### config.mk
export PLATFORM = sky130hd
export DESIGN_NAME = pocket_scheduler
export DESIGN_NICKNAME = d
export VERILOG_FILES = /design/src/rtl/pocket_pkg.sv /design/src/rtl/pocket_event_fifo.sv /design/src/rtl/pocket_scheduler.sv
export SDC_FILE = /design/constraint.sdc
export NUM_CORES = 1
export LEC_CHECK = 0
export ABC_AREA = 1
export BUFFER_PORTS_ARGS = -buffer_cell sky130_fd_sc_hd__buf_2
export CAP_MARGIN = 10
export CORE_ASPECT_RATIO = 1.1
export CORE_MARGIN = 2
export CORE_UTILIZATION = 59
export DETAILED_ROUTE_END_ITERATION = 8
export GPL_TIMING_DRIVEN = 0
export PLACE_DENSITY = 0.81
export SYNTH_ARGS = -nofsm -noshare
export SYNTH_HDL_FRONTEND = slang
export SYNTH_HIERARCHICAL = 1
export SYNTH_SLANG_ARGS = --single-unit
### constraint.sdc
create_clock -name clk -period 5.1 [get_ports clk]
set_input_delay 0.765 -clock clk [delete_from_list [all_inputs] [get_ports clk]]
set_output_delay 0.765 -clock clk [all_outputs]
set_load 0.02 [all_outputs]
### src/rtl/pocket_pkg.sv
// Shared types for the pocket event path: ball/hole ids and the queued event record.
package pocket_pkg;

  localparam int NUM_BALLS_MAX = 16;
  localparam int CUE_BALL      = 0;

  typedef logic [3:0] ball_id_t;
  typedef logic [2:0] hole_id_t;

  typedef struct packed {
    ball_id_t ball;
    hole_id_t hole;
  } pocket_event_t;

endpackage

### src/rtl/pocket_event_fifo.sv
// Small synchronous event queue; head is read straight from the storage registers
// so it holds steady until popped. Push is accepted when full if a pop frees a slot.
module pocket_event_fifo
  import pocket_pkg::*;
#(
  parameter int DEPTH = 4
) (
  input  logic          clk,
  input  logic          reset,
  input  logic          flush,
  input  logic          push,
  input  pocket_event_t push_data,
  input  logic          pop,
  output pocket_event_t head,
  output logic          full,
  output logic          empty
);

  localparam int AW = (DEPTH > 1) ? $clog2(DEPTH) : 1;
  localparam int CW = $clog2(DEPTH + 1);

  pocket_event_t mem [DEPTH];
  logic [AW-1:0] wr_ptr;
  logic [AW-1:0] rd_ptr;
  logic [CW-1:0] count;
  logic          do_push;
  logic          do_pop;

  assign empty   = (count == '0);
  assign full    = (count == CW'(DEPTH));
  assign do_pop  = pop && !empty;
  assign do_push = push && (!full || do_pop) && !flush;

  always_ff @(posedge clk or posedge reset) begin
    if (reset) begin
      wr_ptr <= '0;
      rd_ptr <= '0;
      count  <= '0;
    end else if (flush) begin
      wr_ptr <= '0;
      rd_ptr <= '0;
      count  <= '0;
    end else begin
      if (do_push) wr_ptr <= wr_ptr + 1'b1;
      if (do_pop)  rd_ptr <= rd_ptr + 1'b1;
      count <= count + CW'(do_push) - CW'(do_pop);
    end
  end

  always_ff @(posedge clk) begin
    if (do_push) mem[wr_ptr] <= push_data;
  end

  // An empty queue presents a zero head so the outputs match their reset values.
  assign head = empty ? '0 : mem[rd_ptr];

endmodule

### src/rtl/pocket_scheduler.sv
// Turns per-ball hole-overlap levels into a round-robin ordered stream of {ball, hole}
// events and tracks the game's pocketed mask, per-turn count and cue-ball foul.
module pocket_scheduler
  import pocket_pkg::*;
#(
  parameter int NUM_BALLS  = 16,
  parameter int FIFO_DEPTH = 4
) (
  input  logic                   clk,
  input  logic                   reset,
  input  logic [NUM_BALLS-1:0]   hitLevel,
  input  logic [NUM_BALLS*3-1:0] hitHole,
  input  logic                   turnStart,
  input  logic                   gameClear,
  input  logic                   evReady,
  output logic                   evValid,
  output logic [3:0]             evBall,
  output logic [2:0]             evHole,
  output logic [NUM_BALLS-1:0]   pocketedMask,
  output logic [4:0]             turnPocketCount,
  output logic                   cueFoul,
  output logic                   cueRespawn,
  output logic                   overflow
);

  localparam int PW = $clog2(NUM_BALLS);

  logic [NUM_BALLS-1:0] hit_lvl_p1;
  logic [NUM_BALLS-1:0] pending_p1;
  hole_id_t             pend_hole_p1 [NUM_BALLS];
  logic [NUM_BALLS-1:0] rise;
  logic [NUM_BALLS-1:0] ignore;
  logic [NUM_BALLS-1:0] accept;
  logic [NUM_BALLS-1:0] grant_oh;
  logic [PW-1:0]        rr_ptr;
  logic [PW-1:0]        rr_next;
  logic [PW-1:0]        gnt_idx;
  logic                 gnt_found;
  logic                 grant;
  logic                 cue_gnt;
  logic                 obj_gnt;
  logic                 fifo_full;
  logic                 fifo_empty;
  logic                 fifo_pop;
  pocket_event_t        push_ev;
  pocket_event_t        head_ev;

  function automatic logic [4:0] sat_inc5(input logic [4:0] v);
    return (v == 5'd31) ? v : v + 5'd1;
  endfunction

  // Stage p0 -> p1: edge detect and capture of newly pocketed balls.
  assign ignore = {pocketedMask[NUM_BALLS-1:1], 1'b0};
  assign rise   = hitLevel & ~hit_lvl_p1;
  assign accept = gameClear ? '0 : (rise & ~ignore);

  always_ff @(posedge clk) begin
    for (int i = 0; i < NUM_BALLS; i++) begin
      if (accept[i] && !pending_p1[i]) pend_hole_p1[i] <= hitHole[3*i +: 3];
    end
  end

  // Stage p1 -> queue: round-robin pick of the first pending ball at or after rr_ptr.
  always_comb begin
    int idx;
    gnt_found = 1'b0;
    gnt_idx   = '0;
    idx       = 0;
    for (int k = 0; k < NUM_BALLS; k++) begin
      idx = int'(rr_ptr) + k;
      if (idx >= NUM_BALLS) idx = idx - NUM_BALLS;
      if (!gnt_found && pending_p1[idx]) begin
        gnt_found = 1'b1;
        gnt_idx   = PW'(idx);
      end
    end
  end

  assign grant    = gnt_found && !fifo_full && !gameClear;
  assign grant_oh = grant ? (NUM_BALLS'(1) << gnt_idx) : '0;
  assign cue_gnt  = grant && (gnt_idx == PW'(CUE_BALL));
  assign obj_gnt  = grant && (gnt_idx != PW'(CUE_BALL));
  assign rr_next  = (gnt_idx == PW'(NUM_BALLS - 1)) ? '0 : gnt_idx + 1'b1;
  assign push_ev  = '{ball: ball_id_t'(gnt_idx), hole: pend_hole_p1[gnt_idx]};

  always_ff @(posedge clk or posedge reset) begin
    if (reset) begin
      hit_lvl_p1 <= '0;
      cueRespawn <= 1'b0;
      overflow   <= 1'b0;
    end else begin
      hit_lvl_p1 <= hitLevel;
      cueRespawn <= cue_gnt;
      overflow   <= overflow | (|(accept & pending_p1));
    end
  end

  // A second rise on a still-pending ball is dropped, keeping the first hole.
  always_ff @(posedge clk or posedge reset) begin
    if (reset) begin
      pending_p1      <= '0;
      rr_ptr          <= '0;
      pocketedMask    <= '0;
      turnPocketCount <= '0;
      cueFoul         <= 1'b0;
    end else if (gameClear) begin
      pending_p1      <= '0;
      rr_ptr          <= '0;
      pocketedMask    <= '0;
      turnPocketCount <= '0;
      cueFoul         <= 1'b0;
    end else begin
      pending_p1   <= (pending_p1 & ~grant_oh) | (accept & ~pending_p1);
      pocketedMask <= pocketedMask | {grant_oh[NUM_BALLS-1:1], 1'b0};
      if (grant) rr_ptr <= rr_next;
      if (turnStart) begin
        turnPocketCount <= obj_gnt ? 5'd1 : 5'd0;
        cueFoul         <= cue_gnt;
      end else begin
        if (obj_gnt) turnPocketCount <= sat_inc5(turnPocketCount);
        if (cue_gnt) cueFoul <= 1'b1;
      end
    end
  end

  // Queue -> consumer: registered head with valid/ready handshake.
  assign fifo_pop = evValid && evReady;

  pocket_event_fifo #(
    .DEPTH (FIFO_DEPTH)
  ) u_fifo (
    .clk       (clk),
    .reset     (reset),
    .flush     (gameClear),
    .push      (grant),
    .push_data (push_ev),
    .pop       (fifo_pop),
    .head      (head_ev),
    .full      (fifo_full),
    .empty     (fifo_empty)
  );

  assign evValid = !fifo_empty;
  assign evBall  = head_ev.ball;
  assign evHole  = head_ev.hole;

endmodule
==> out/qor.log <==
[synth] synthesized netlist cell count 989
[synth] sequential share of the synthesized area 48.28%
[final_layout] Antenna diodes 0
[final_layout] P&R area growth vs syn 17.46%
[clock_network] clock transition time at the flip-flop clock pins of the worst setup and hold paths 0.07 ns
[synth] leading cell types by total area after synthesis sky130_fd_sc_hd__edfxtp_1, sky130_fd_sc_hd__dfrtp_1, sky130_fd_sc_hd__nand2_1
[die] floorplan core area 13630 sq um
[timing] Final min period 4.794 ns
[hold_path] Tightest Hold Check Type in2async
[synth] share of Yosys cell area claimed by the top area cell type 28.01%
[critical_path] worst reg2reg path endpoint u_fifo/count[1]
[critical_path] number of stages on the worst setup path 28
[critical_path] critical path class reg2reg
[routing] total routed wirelength 22950 um
[critical_path] worst reg2reg setup slack 0.31 ns
[synth] basic-gate share of the synthesized area counting and, or, nand and nor cells 32.42%
[synth] Synth Area in Adders 2.856%
[routing] vias per cell 5.669
[synth] syn_area_per_cell 8.238 sq um
[final_layout] # nets final 1199
[outcome] result of the run finished, final reports clean
[global_routing] maximum number of pins on one net before global-route repair 33
[placement] Routability Congestion 1.019
[routing] drt first pass iters 6
[critical_path] Slowest-stage cell, CP sky130_fd_sc_hd__fa_1
[global_routing] number of global-route vias before repair 6936
[timing] final max-slew violation count 0
[routing] detail-routed net length per standard cell 17.48 um
[placement] minimum setup slack after placement -0.4479 ns
[timing] least setup slack across all paths after layout 0.3056 ns
[critical_path] startpoint type of the worst setup path flop
[timing] Worst Tran Pin Value 0.7103 ns
[placement] total cell area at the placement stage 8899 sq um
[job] number of maximum-capacitance constraint violations 0
[timing] Post-Route Skew 0.008311 ns
[critical_path] required time of the critical path 5.40 ns
[placement] # placed instances 1277
[clock_network] H-tree lvl count 4
[final_layout] share of cells above drive strength 1 20.27%
[timing] count of endpoints failing hold in the final timing report 0
[clock_network] # clock sinks 142
[global_routing] wire length of the first global-routing pass 35180 um
[routing] number of DRC violations after detailed-routing iteration 0 797
[synth] Post-Synthesis Cell Area 8148 sq um
[critical_path] highest cell delay on the worst timing path 0.50 ns
[critical_path] cell occurring most often along the worst timing path sky130_fd_sc_hd__nor2_4
[synth] area share of xor/xnor cells in the synthesized design 1.259%
[synth] flip-flop and latch count after synthesis 142
[critical_path] launch instance of the worst register-to-register path rr_ptr[1]
[synth] library cell with the largest summed area after synthesis sky130_fd_sc_hd__edfxtp_1
[synth] number of warnings printed during yosys synthesis 6
[synth] dominant cell by count in the synthesized netlist sky130_fd_sc_hd__nand2_1
[timing] final worst-path cycle share 94.01%
[critical_path] nature of the critical path endpoint flop
[synth] number of flops mapped to enable cells by yosys 76
[final_layout] Post-Layout Cell Count 1313
[die] ports placed on the boundary 101
[placement] count of input and output buffers 99
[global_routing] GRT Total Usage 31.74%
[clock_network] TritonCTS clock tree yes
[routing] overall via count from detail_route 7444
[die] Vert. Die Dim 127.3 um
[global_routing] number of antenna violations at the first check in global routing 0
[timing] Slew Limit Headroom 52.58%
[critical_path] critical path buffer and inverter count 7
[clock_network] total CTS buffers 17
[clock_network] root cell of the clock tree sky130_fd_sc_hd__clkbuf_16
[clock_network] clock tree buffer depth 2
[global_routing] total gr overflow 0
[final_layout] Post-Layout Inst Area 9570 sq um
[die] std cell rows 45
[timing] RSZ-0062 raised after global routing no
[timing] Peak Freq 208.6 MHz
[synth] commonest cells in the synthesized netlist sky130_fd_sc_hd__nand2_1, sky130_fd_sc_hd__nand3_1, sky130_fd_sc_hd__nor2_1
[synth] most used flip-flop cell after synthesis sky130_fd_sc_hd__edfxtp_1
[critical_path] Largest delay share family, worst path simple AND/OR/NAND/NOR gates
[synth] Async SR Flop Fraction 46.48%
[synth] post-synth net total 1076
[placement] half-perimeter wire length of the detailed placement result 17050 um
[critical_path] Critical Path AT 5.10 ns
[synth] compound-cell area share of the yosys netlist 6.311%
[synth] share of cell area taken by muxes after synthesis 0%
[timing] Final setup viols 0
[clock_network] clock latency at the later pin of the worst-skew pair 0.43 ns
[routing] post-route DRC violation count 0
[critical_path] Critical Path Fanout Max 13
[die] initial standard-cell utilization of the core 59.80%
[synth] count of different cell masters after synthesis 53
[critical_path] number of cell instances on the worst register-to-register path 28
[routing] antenna-violating nets left 0
[die] horizontal extent of the die 116.0 um
[die] area of the die 14770 sq um
[synth] main combinational cell family by area after synthesis simple AND/OR/NAND/NOR gates
layer usage:
layer  track usage (%)  share of wire, %
met1             40.34                40
met2             53.46                49
met3             6.214               8.0
met4             12.68               3.3
met5                 0                 0
repair_timing:
action	4_1_cts	5_1_grt
setup buffers	1	3
endpoints found under the hold margin	0	0
gates cloned	0	0
hold buffers	0	0
resized for setup	5	8
endpoints found under the setup margin	3	5
pin swaps	1	2
worst max path at each step:
stage               startpoint               to  slack (ns)
finish               rr_ptr[1]  u_fifo/count[1]        0.31
CTS                  rr_ptr[1]  u_fifo/count[1]      0.0006
floorplan            rr_ptr[1]  u_fifo/count[2]        0.67
detailed placement   rr_ptr[1]  u_fifo/count[1]       -0.45
global placement     rr_ptr[1]  u_fifo/count[1]       -0.36
global route         rr_ptr[1]  u_fifo/count[2]        0.03
layout by cell type, fill, tap and decap left out, types with 3 or more instances in the layout:
cell type and n:
sky130_fd_sc_hd__a21oi_1 23, sky130_fd_sc_hd__and3_1 13, sky130_fd_sc_hd__clkinv_4 3, sky130_fd_sc_hd__buf_4 9, sky130_fd_sc_hd__nor3b_1 4, sky130_fd_sc_hd__nor2_1 128
sky130_fd_sc_hd__inv_1 105, sky130_fd_sc_hd__inv_8 4, sky130_fd_sc_hd__nand3_1 138, sky130_fd_sc_hd__dfrtp_1 65, sky130_fd_sc_hd__nand3_2 5, sky130_fd_sc_hd__o21ai_1 3
sky130_fd_sc_hd__clkinv_1 4, sky130_fd_sc_hd__inv_6 4, sky130_fd_sc_hd__inv_2 16, sky130_fd_sc_hd__or2_1 4, sky130_fd_sc_hd__nand4_1 11, sky130_fd_sc_hd__or2_0 3
sky130_fd_sc_hd__nand2_2 11, sky130_fd_sc_hd__o22ai_1 3, sky130_fd_sc_hd__or2_2 7, sky130_fd_sc_hd__buf_2 106, sky130_fd_sc_hd__o21ai_0 16, sky130_fd_sc_hd__nor2_4 7
sky130_fd_sc_hd__clkbuf_1 5, sky130_fd_sc_hd__nand2_1 228, sky130_fd_sc_hd__nor3_1 6, sky130_fd_sc_hd__edfxtp_1 76, sky130_fd_sc_hd__xor2_1 7, sky130_fd_sc_hd__nor2_2 4
sky130_fd_sc_hd__o21a_1 3, sky130_fd_sc_hd__o211ai_1 24, sky130_fd_sc_hd__ha_1 16, sky130_fd_sc_hd__clkbuf_16 19, sky130_fd_sc_hd__buf_6 8
cell families (layout without fill, tap and decap cells):
| kind of cell | Yosys count | count (layout) |
|---|---|---|
| buffers and inverters | 158 | 294 |
| and+or+nand+nor | 578 | 578 |
| DFF | 142 | 142 |
| AOI/OAI and AO/OA | 82 | 82 |
| xor gates and xnor gates | 10 | 10 |
| adders and majority gates | 18 | 18 |
| other | 1 | 1 |
metrics by stage:
step | hold WS (ns) | TNS, ns | utilization, %
final | 0.2775 | 0 | 70.24
after global routing | 0.2919 | 0 | 70.24
after CTS | 0.2765 | 0 | 69.86
after detailed placement | 0.4811 | -0.8985 | 65.31
after global placement | 0.4627 | -0.7015 | 65.16
after floorplan | 0.5177 | 0 | -
area by class of cell:
cell class                 instances  area, sq um
buffer                            30        246.5
clock buffer                      19        475.5
clock inverter                    13        116.4
fill                            1091         4055
inverter                         128        491.7
multi-input combinational        689         3525
sequential                       142         3935
tap                              188        235.2
timing repair buffer             104        545.5
state kept, by name, indices dropped and copies added (netlist names):
name             cells
turnPocketCount      5
pocketedMask        15
pending_p1          16
rr_ptr               4
overflow             1
cueRespawn           1
pend_hole_p1        48
u_fifo/count         3
cueFoul              1
u_fifo/wr_ptr        2
u_fifo/mem          28
u_fifo/rd_ptr        2
hit_lvl_p1          16
Power is left out: the tool's default activity adds up to more than one toggle a clock period on the data nets, which glitch-free logic cannot reach.
